==> config.mk <==
export PLATFORM = sky130hd
export DESIGN_NAME = sysbus_rr_arbiter
export DESIGN_NICKNAME = d
export VERILOG_FILES = /design/src/rtl/sysbus_rr_arbiter.sv
export SDC_FILE = /design/constraint.sdc
export NUM_CORES = 1
export LEC_CHECK = 0
export CAP_MARGIN = 5
export CORE_AREA = 2 2 126 128
export CTS_CLUSTER_DIAMETER = 120
export DETAILED_ROUTE_END_ITERATION = 8
export DIE_AREA = 0 0 128 130
export DONT_BUFFER_PORTS = 1
export RECOVER_POWER = 50
export SLEW_MARGIN = 10
export SYNTH_ARGS = -nofsm -noshare
export SYNTH_HDL_FRONTEND = slang
export SYNTH_SLANG_ARGS = --single-unit
==> constraint.sdc <==
create_clock -name clk -period 1.8 [get_ports clk]
set_input_delay 0.09 -clock clk [delete_from_list [all_inputs] [get_ports clk]]
set_output_delay 0.09 -clock clk [all_outputs]
set_load 0.05 [all_outputs]
==> src/rtl/sysbus_rr_arbiter.sv <==
// sysbus_rr_arbiter: round-robin owner of the single Sysbus master port,
// shared by the I-cache (read-only) and the D-cache (read/write).
// One requester owns the bus per transaction; its request beats are forwarded
// to the bus and response beats/acks are routed back to it only.
// Ports:
//   clk, reset                     clock, synchronous active-high reset
//   ic_reqcyc/req/reqtag/reqack    I-cache request channel
//   ic_respcyc/respack             I-cache response handshake
//   dc_reqcyc/req/reqtag/reqack    D-cache request channel
//   dc_respcyc/respack             D-cache response handshake
//   bus_reqcyc/req/reqtag/reqack   Sysbus request channel
//   bus_respcyc/resp/resptag/respack  Sysbus response channel
//   grant_dc                       debug: D-cache currently owns the bus
module sysbus_rr_arbiter #(
  parameter int unsigned BUS_DATA_WIDTH = 64,
  parameter int unsigned BUS_TAG_WIDTH  = 13,
  parameter int unsigned LINE_BEATS     = 8
) (
  input  logic                      clk,
  input  logic                      reset,
  input  logic                      ic_reqcyc,
  input  logic [BUS_DATA_WIDTH-1:0] ic_req,
  input  logic [BUS_TAG_WIDTH-1:0]  ic_reqtag,
  output logic                      ic_reqack,
  output logic                      ic_respcyc,
  input  logic                      ic_respack,
  input  logic                      dc_reqcyc,
  input  logic [BUS_DATA_WIDTH-1:0] dc_req,
  input  logic [BUS_TAG_WIDTH-1:0]  dc_reqtag,
  output logic                      dc_reqack,
  output logic                      dc_respcyc,
  input  logic                      dc_respack,
  output logic                      bus_reqcyc,
  output logic [BUS_DATA_WIDTH-1:0] bus_req,
  output logic [BUS_TAG_WIDTH-1:0]  bus_reqtag,
  input  logic                      bus_reqack,
  input  logic                      bus_respcyc,
  input  logic [BUS_DATA_WIDTH-1:0] bus_resp,
  input  logic [BUS_TAG_WIDTH-1:0]  bus_resptag,
  output logic                      bus_respack,
  output logic                      grant_dc
);

  localparam int unsigned CNT_W = $clog2(LINE_BEATS) + 1;
  localparam logic [CNT_W-1:0] LAST_BEAT = CNT_W'(LINE_BEATS - 1);

  typedef enum logic [1:0] {IDLE, ADDR, WDATA, RESP} state_t;

  state_t             state, state_n;
  logic               owner, owner_n;   // 0 = I-cache, 1 = D-cache
  logic               last, last_n;     // last requester served
  logic [CNT_W-1:0]   cnt, cnt_n;

  logic                      own_reqcyc;
  logic [BUS_DATA_WIDTH-1:0] own_req;
  logic [BUS_TAG_WIDTH-1:0]  own_reqtag;
  logic                      own_respack;

  // Response data/tag reach the caches directly on the bus wires.
  logic unused_resp;
  assign unused_resp = ^{bus_resp, bus_resptag};

  // Owner-selected request/response signals.
  assign own_reqcyc  = owner ? dc_reqcyc  : ic_reqcyc;
  assign own_req     = owner ? dc_req     : ic_req;
  assign own_reqtag  = owner ? dc_reqtag  : ic_reqtag;
  assign own_respack = owner ? dc_respack : ic_respack;

  // State register.
  always_ff @(posedge clk) begin
    if (reset) begin
      state <= IDLE;
      owner <= 1'b0;
      last  <= 1'b0;
      cnt   <= '0;
    end else begin
      state <= state_n;
      owner <= owner_n;
      last  <= last_n;
      cnt   <= cnt_n;
    end
  end

  // Next-state and forwarding logic.
  always_comb begin
    state_n     = state;
    owner_n     = owner;
    last_n      = last;
    cnt_n       = cnt;
    bus_reqcyc  = 1'b0;
    bus_req     = '0;
    bus_reqtag  = '0;
    ic_reqack   = 1'b0;
    dc_reqack   = 1'b0;
    ic_respcyc  = 1'b0;
    dc_respcyc  = 1'b0;
    bus_respack = 1'b0;
    grant_dc    = (state != IDLE) && owner;

    case (state)
      IDLE: begin
        if (ic_reqcyc || dc_reqcyc) begin
          state_n = ADDR;
          // On contention serve whoever was not served last.
          owner_n = (ic_reqcyc && dc_reqcyc) ? ~last : dc_reqcyc;
        end
      end
      ADDR, WDATA: begin
        bus_reqcyc = own_reqcyc;
        bus_req    = own_req;
        bus_reqtag = own_reqtag;
        ic_reqack  = !owner && bus_reqack;
        dc_reqack  = owner && bus_reqack;
        if (bus_reqack) begin
          if (state == ADDR) begin
            cnt_n   = '0;
            state_n = own_reqtag[BUS_TAG_WIDTH-1] ? RESP : WDATA;
          end else if (cnt == LAST_BEAT) begin
            cnt_n   = '0;
            last_n  = owner;
            state_n = IDLE;
          end else begin
            cnt_n = CNT_W'(cnt + 1'b1);
          end
        end
      end
      RESP: begin
        ic_respcyc  = !owner && bus_respcyc;
        dc_respcyc  = owner && bus_respcyc;
        bus_respack = own_respack;
        if (bus_respcyc && own_respack) begin
          if (cnt == LAST_BEAT) begin
            cnt_n   = '0;
            last_n  = owner;
            state_n = IDLE;
          end else begin
            cnt_n = CNT_W'(cnt + 1'b1);
          end
        end
      end
      default: state_n = IDLE;
    endcase

    // Outputs are silenced for the whole reset cycle, even mid-transaction.
    if (reset) begin
      bus_reqcyc  = 1'b0;
      bus_req     = '0;
      bus_reqtag  = '0;
      ic_reqack   = 1'b0;
      dc_reqack   = 1'b0;
      ic_respcyc  = 1'b0;
      dc_respcyc  = 1'b0;
      bus_respack = 1'b0;
      grant_dc    = 1'b0;
    end
  end

endmodule

# Word-level counts from Yosys, hierarchy flattened
# Cells that the tools add are included.
# W data, S select, Z words.
# classes
n_reduce_logical	17
add_sub_neg	1
n_mux	39
bitwise	1
n_eq_ne	8
# op_table
op	count
$mux W64	3
$mux W13	3
$mux W1	21
$mux W4	4
$mux W2	5
$ne A2 B2 Y1 const B	4
$pmux W4 S2	1
$logic_and A1 B1 Y1	7
$pmux W2 S3	1
$reduce_and A3 Y1	2
$add A4 B1 Y4 const B	1
$eq A2 B2 Y1 const B	2
$eq A4 B3 Y1 const B	1
$reduce_and A4 Y1	1
$reduce_bool A2 Y1	2
$eq A2 B1 Y1 const B	1
$logic_not A2 Y1	1
$pmux W1 S2	1
$reduce_and A2 Y1	1
$reduce_or A2 Y1	1
$logic_not A1 Y1	1
$logic_or A1 B1 Y1	1
$not A1 Y1	1
# totals
in_bits	239
word_cells	70
out_inout_bits	84
reg_bits	8

# Longest topological paths before layout
# Gate-level depths: netlist (run 1).
# logic_depth
depth_word	5
depth_mapped	6
depth_no_buf	6

# Least setup slack after synthesis (run 1)
# Ideal clock, no wire load.
# synth_timing
path_kind	reg2out
startpoint	register owner
endpoint	output port ic_respcyc
slack_ns	-0.678
stages_incl_launch_ff	4
n_path_buf	2
t_arrival_ns	2.388
required_ns	1.710
path_cell_list	dfxtp_1 -> clkbuf_1 -> buf_2 -> nor4b_1
# synth_via
elab_chain_len	4
# synth_rtl
item	line	text
start, declared	50	logic owner, owner_n;
start signal, assigned	78	owner <= owner_n;
$logic_not A1 Y1	128	ic_respcyc = !owner && bus_respcyc;
$logic_and A1 B1 Y1	128	
$mux W1	100	case (state)
$mux W1	145	if (reset) begin
end, declared	25	output logic ic_respcyc,
# Every way passes these cells.

# Final worst setup path (run 1)
# layout_timing
startpoint	register state[1]
endpoint	output port bus_req[63]
# layout_via
elab_chain_len	4
word_cells_on_any_way	5
classes_between	eq/ne (2); mux (2); reduce/logical (1)
# layout_rtl
item	line	text
start, declared	49	state_t state, state_n;
start signal, assigned	77	state <= state_n;
$eq A2 B1 Y1 / $eq A2 B2 Y1 (equally long branches)	100	
$reduce_or A2 Y1 *	100	
$mux W64 *	100	
$mux W64 *	145	
end, declared	34	output logic [BUS_DATA_WIDTH-1:0] bus_req,
# Mark *: on every way between the ends. The rest lies on a longest branch, timed or not.

==> impl_metrics.yaml, run 1 <==
floorplanning:
  fp.dieH_um: 130
  core_area_um2: 15420
  die_w_um: 128
  start_util: 0.1102
  rows: 46
  io_pins: 323
  die-area_um2: 16640
finish:
  finalInstanceArea_um2: 3849
  final_util: 0.2495
  drive_gt1_frac: 0.5518
  finalNetCount: 572
  diodes: 0
  multi_input_area_um2: 1876
  fin_cells: 520
  syn_to_final_growth_pct: 126.3
  ff_latch_area_um2: 165.2
  nFillCells: 1654
setup_path:
  critPathCaptureType: "output pin"
  rr_startpoint: "state[1]$_SDFFE_PP0P_"
  cp_max_fo: 12
  regToRegEndpoint: "cnt[3]$_SDFFE_PP0P_"
  reg2reg_setup_slack_ps: 110
  crit_type: "reg2out"
  r2r_cells: 6
  crit_required_ps: 1710
  arrival_ps: 1660
  crit_path_start_kind: "register"
yosys:
  synth_nets: 485
  synth_edf_count: 0
  ys.warnings.count: 0
  async_reset_ff_frac: 0
  yosysUniqueCellTypes: 29
  yosys_most_used_dff: "dfxtp_1"
  netlist_area_um2: 1700
  post_synth.cell_area_avg_um2: 7.026
  syn-instance-count: 242
  yosysTopAreaCellShare: 0.4709
  ys_top_cells_by_count: "nor2_1, mux2i_1, nand2_1, clkbuf_1"
  synth-seq-area-share: 0.09419
  yosysMostFrequentCell: "nor2_1"
  yosys.area.top_type: "mux2i_1"
  yosys-top-cells-area: "mux2i_1, nor2_1, dfxtp_1"
  ys_seq_elements: 8
timing:
  timing_worst_slew_pin_value_ps: 494.6
  period_share: 0.9747
  finClkSkew_ps: 4.563
  drv_slew: 0
  period_needed_ps: 1755
  fmax_mhz: 570.0
  grt_setup_unrepaired: "true"
  finalHoldViolCount: 0
  max_slew_margin: 0.6608
  setup_viol: 0
cts:
  clkSlewWorstSetupHoldPaths_ps: 40
  cts_buffer_depth: 2
  root_buffer: "clkbuf_16"
  cts_tree: "built"
  cts_made_buffers: 3
  clock_latency_ps: 240
  htree_levels: 1
  clkSinkCount: 8
place:
  io_buffers: 0
  place_congestion: 0.7499
  hpwl_um: 5921
  place_area_um2: 3324
  placed_cells: 507
power:
  switching_share: 0.5404
  pwr-share-clk: 0.063
  p_switching_uw: 3323
  p_leak_uw: 0.001402
  powerDensity_nw_per_um2: 1598
  p_int_uw: 2826
  ir_drop_v: 0.0007166
  seqPwrFrac: 0.043
  combPwrFrac: 0.894
min_path:
  min_from: "dc_reqcyc"
  hold_path_depth: 2
  holdPathEnd: "owner$_SDFFE_PP0P_"
  hold_path.class: "in2reg"
route:
  viasPerCell: 4.142
  wl_per_cell_um: 15.49
  drc: 0
  detail-route-antenna-nets: 0
  vias: 2154
  drt_iter0_markers: 46
  firstDrtPassIters: 4
  drt-total-wl_um: 8057
grt:
  grt_pass1_wl_um: 10420
  grt_max_degree: 47
  grt_usage: 0.08218
  antenna_found_initial: 0
  grt-ovfl-total: 0
  grt_pass1_vias: 2005
job:
  cap_violations: 0
status:
  status: "finished clean"
==> power groups by stage <==
stage	Sequential (uW)	Combinational (uW)	Clock, uW
after floorplan	246	2930	0
after global placement	264	4640	0
after detailed placement	266	4670	0
after CTS	266	5450	394
after global routing	273	5750	403
final	267	5500	387
==> placed cells by master, fill, tap and decap left out, types with 2 or more instances in the layout <==
cell type,count
mux2i_1,80
nor2_4,42
buf_12,40
nor2_2,27
buf_4,24
buf_6,20
nor2_1,15
nand2_1,10
a21oi_1,6
dfxtp_1,6
buf_16,5
nand3_1,4
nand2b_1,4
clkbuf_2,4
ha_1,3
clkbuf_16,3
inv_1,2
inv_2,2
nor2b_1,2
o21bai_1,2
dlygate4sd3_1,2
clkbuf_8,2
buf_8,2
==> metal layers <==
layer	vias to the layer above	routed length (um)	track usage
met5	-	0	0
li1	1017	-	-
met2	161	4434	0.1670
met1	974	2960	0.09273
met3	2	652	0.007380
met4	0	9	0.01616
==> cell families after synthesis <==
group	after synthesis	share of synthesized area
simple gates	113	0.2804
mux	80	0.4709
buf+inv	22	0.05445
compound gates	15	0.07064
flops	8	0.09418
fa+ha+maj	4	0.02943
==> per-stage QoR <==
| stage | setup TNS (ps) | hold WS, ps | setup WS (ps) | power, uW |
|---|---|---|---|---|
| 5_1_grt | -87.31 | 73.30 | -11.94 | 6424 |
| 3_5_place_dp | 0 | 159.1 | 63.11 | 4938 |
| 6_report | 0 | 32.18 | 45.48 | 6149 |
| 3_3_place_gp | 0 | 157.2 | 90.11 | 4903 |
| 2_1_floorplan | -5357 | 262.0 | -252.2 | 3172 |
| 4_1_cts | 0 | 34.24 | 35.75 | 6114 |
==> worst max-delay path by stage <==
stage	cells past startpoint	end	from	slack, ps
2_1_floorplan	6	bus_req[43]	state[0]$_SDFFE_PP0P_	-250
3_3_place_gp	6	cnt[3]$_SDFFE_PP0P_	state[1]$_SDFFE_PP0P_	90
3_5_place_dp	6	cnt[3]$_SDFFE_PP0P_	state[1]$_SDFFE_PP0P_	60
4_1_cts	7	bus_req[57]	state[1]$_SDFFE_PP0P_	40
5_1_grt	7	bus_req[17]	state[0]$_SDFFE_PP0P_	-10
6_report	7	bus_req[63]	state[1]$_SDFFE_PP0P_	50
==> state kept, by name, indices dropped and copies added, names as in the netlist <==
name	count
cnt	4
state	2
last	1
owner	1
==> critical path, stage by stage (launching register included) <==
cell and delay (ps):
dfxtp_2 340, inv_2 60, ha_4 320, nand2_8 90, buf_12 150, buf_16 150, nor2_1 110, buf_4 200
==> timing repair <==
action / CTS / global route
endpoints found under the hold margin: 5 / 0
hold buffers: 2 / 0
endpoints found under the setup margin: 78 / 41
gates cloned: 5 / 0
resized for setup: 39 / 55
buffers inserted: 3 / 0
pin swaps: 2 / 6
==> layout make-up <==
cell class / count / share of cell area
Timing Repair Buffer: 100 / 0.3830
Tap cell: 192 / 0.06242
Inverter: 4 / 0.003901
Sequential cell: 8 / 0.04291
Multi-Input combinational cell: 212 / 0.4873
Clock buffer: 4 / 0.02048
(Power assumes the default switching activity.)
==> run 2, diff against run 1 <==
--- a/config.mk
+++ b/config.mk
@@ -7,2 +7,3 @@
 export LEC_CHECK = 0
+export ABC_AREA = 1
 export CAP_MARGIN = 5
@@ -13,2 +14,3 @@
 export DONT_BUFFER_PORTS = 1
+export MAX_ROUTING_LAYER = met4
 export RECOVER_POWER = 50
==> constraint.sdc (replaced) <==
create_clock -name clk -period 1.8 [get_ports clk]
set_input_delay 0.27 -clock clk [delete_from_list [all_inputs] [get_ports clk]]
set_output_delay 0.27 -clock clk [all_outputs]
set_load 0.05 [all_outputs]
==> impl_metrics.yaml, run 2 <==
status:
  status: "complete, but fails checks"
  violations: "negative setup slack"
route:
  drc: 0
  viasPerCell: 4.242
  vias: 2766
  firstDrtPassIters: 4
  drt_iter0_markers: 38
  drt-total-wl_um: 10030
  detail-route-antenna-nets: 0
  wl_per_cell_um: 15.39
cts:
  cts_made_buffers: 3
  clkSlewWorstSetupHoldPaths_ps: 40
  clkSinkCount: 8
  cts_buffer_depth: 2
  clock_latency_ps: 230
  cts_tree: "built"
  holdBufCountCts: 0
  htree_levels: 1
  root_buffer: "clkbuf_16"
floorplanning:
  die-area_um2: 16640
  core_area_um2: 15420
  rows: 46
  die_w_um: 128
  start_util: 0.1184
  io_pins: 323
  fp.dieH_um: 130
finish:
  final_common_cell: "nor2_1"
  fin_cells: 652
  mostFrequentLayoutCells: "nor2_1, buf_12, nor3_4"
  largestRegisters: "cnt (4), state (2)"
  final_util: 0.3254
  drive_gt1_frac: 0.4815
  finalNetCount: 703
  largest_reg_flops: 4
  regMostFlops: "cnt"
  syn_to_final_growth_pct: 174.7
setup_path:
  arrival_ps: 1670
  crit_required_ps: 1530
  critPathCaptureType: "output pin"
  crit_path_start_kind: "register"
  cp_max_fo: 13
  crit_type: "reg2out"
yosys:
  yosys_most_used_dff: "dfxtp_1"
  async_reset_ff_frac: 0
  ys.warnings.count: 0
  yosysMostFrequentCell: "nor2_1"
  ys_top_cells_by_count: "nor2_1, nor3_1, nand2_1, nor3_2, inv_1"
  yosysTopAreaCellShare: 0.3390
  netlist_area_um2: 1827
  yosysUniqueCellTypes: 23
  synth_nets: 602
  post_synth.cell_area_avg_um2: 5.088
  syn-instance-count: 359
  ys_seq_elements: 8
  synth-seq-area-share: 0.08767
  synth_edf_count: 0
  yosys-top-cells-area: "nor2_1, nor3_1, nor3_2"
  yosys.area.top_type: "nor2_1"
timing:
  setup_slack_ps: -143.3
  max_slew_margin: 0.7898
  drv_slew: 0
  fmax_mhz: 514.6
  finClkSkew_ps: 5.642
  holdWs_ps: 98.30
  period_needed_ps: 1943
  timing_worst_slew_pin_value_ps: 314.1
  grt_setup_unrepaired: "true"
  period_share: 1.080
  finalHoldViolCount: 0
  setup_viol: 79
power:
  powerDensity_nw_per_um2: 1657
  finalPower_uw: 8315
  ir_drop_v: 0.0007844
  p_leak_uw: 0.001868
grt:
  grt-ovfl-total: 0
  grt_pass1_vias: 2543
  grt_usage: 0.1093
  grt_pass1_wl_um: 13960
  grt_max_degree: 40
  antenna_found_initial: 1
place:
  io_buffers: 0
  place_congestion: 0.8348
  placed_cells: 626
  hpwl_um: 7487
min_path:
  hold_path.class: "in2reg"
job:
  cap_violations: 0
==> run 2: cell count changes after synthesis, sizes merged, moves of 5 or more <==
cell | before | now
nor3 | 1 | 77
mux2i | 80 | 0
buf | 8 | 22
inv | 4 | 19
nor2 | 84 | 165
clkbuf | 10 | 3
nand4 | 0 | 5
nand2 | 11 | 32
==> run 2: cell families (layout without fill, tap and decap cells) <==
logic type      count (synthesis)  after routing  share of synthesized area
xor+xnor                        1              1                   0.004795
compound gates                 14             14                    0.04316
simple gates                  288            289                     0.7123
buf+inv                        44            143                     0.1247
other cells                     0              1                          0
fa+ha+maj                       4              4                    0.02740
flops                           8              8                    0.08767
==> run 2: power by group <==
part | leakage, uW | switching, uW | internal (uW)
sequential | 0.0000670 | 62.5 | 235
clock | 0.0000382 | 88.0 | 295
combinational | 0.00176 | 4320 | 3310
==> run 2: worst max-delay path, stage by stage (launching register included) <==
cell and delay (ps):
dfxtp_2 320, inv_2 50, ha_4 310, buf_12 120, nand2_8 80, buf_12 190, nor3_4 200, buf_12 160
==> run 2: worst paths after layout <==
path | startpoint | to | slack [ps] | cells after the start
worst max-delay path | state[1]$_SDFFE_PP0P_ | bus_req[24] | -140 | 7
worst min-delay path | reset | state[0]$_SDFFE_PP0P_ | 100 | 1
worst max register to register | state[1]$_SDFFE_PP0P_ | cnt[3]$_SDFFE_PP0P_ | 130 | 9
worst min register to register | cnt[3]$_SDFFE_PP0P_ | cnt[3]$_SDFFE_PP0P_ | 500 | 2
==> run 2: what timing repair did <==
action                                  4_1_cts  5_1_grt
buffers inserted                              9        8
pin swaps                                    11        7
gates cloned                                  3        3
resized for setup                            23       10
endpoints found under the setup margin       81       84
==> run 2: cell type report <==
class,instances,area (um^2)
fill,1589,10410
multi-input combinational,308,2318
timing repair buffer,120,2136
tap,192,240.2
sequential,8,166.4
clock buffer,4,78.83
inverter,19,76.32
antenna,1,2.502
==> run 2: per-stage QoR <==
stage               instance area [um^2]  setup TNS [ps]  worst slack (ps)
global placement                    4577               0             24.88
finish                              5019           -5120            -143.3
CTS                                 4888           -7167            -194.1
detailed placement                  4577               0             27.22
floorplan                           2704          -150.3            -150.3
global route                        5019          -10420            -212.9
==> run 2: per-layer routing <==
metal,GRT usage,up-vias,share of wire
met5,-,-,0
met4,0.007111,0,0.0025
met3,0.02788,4,0.079
met2,0.1994,127,0.53
met1,0.1267,1275,0.39
li1,-,1360,-
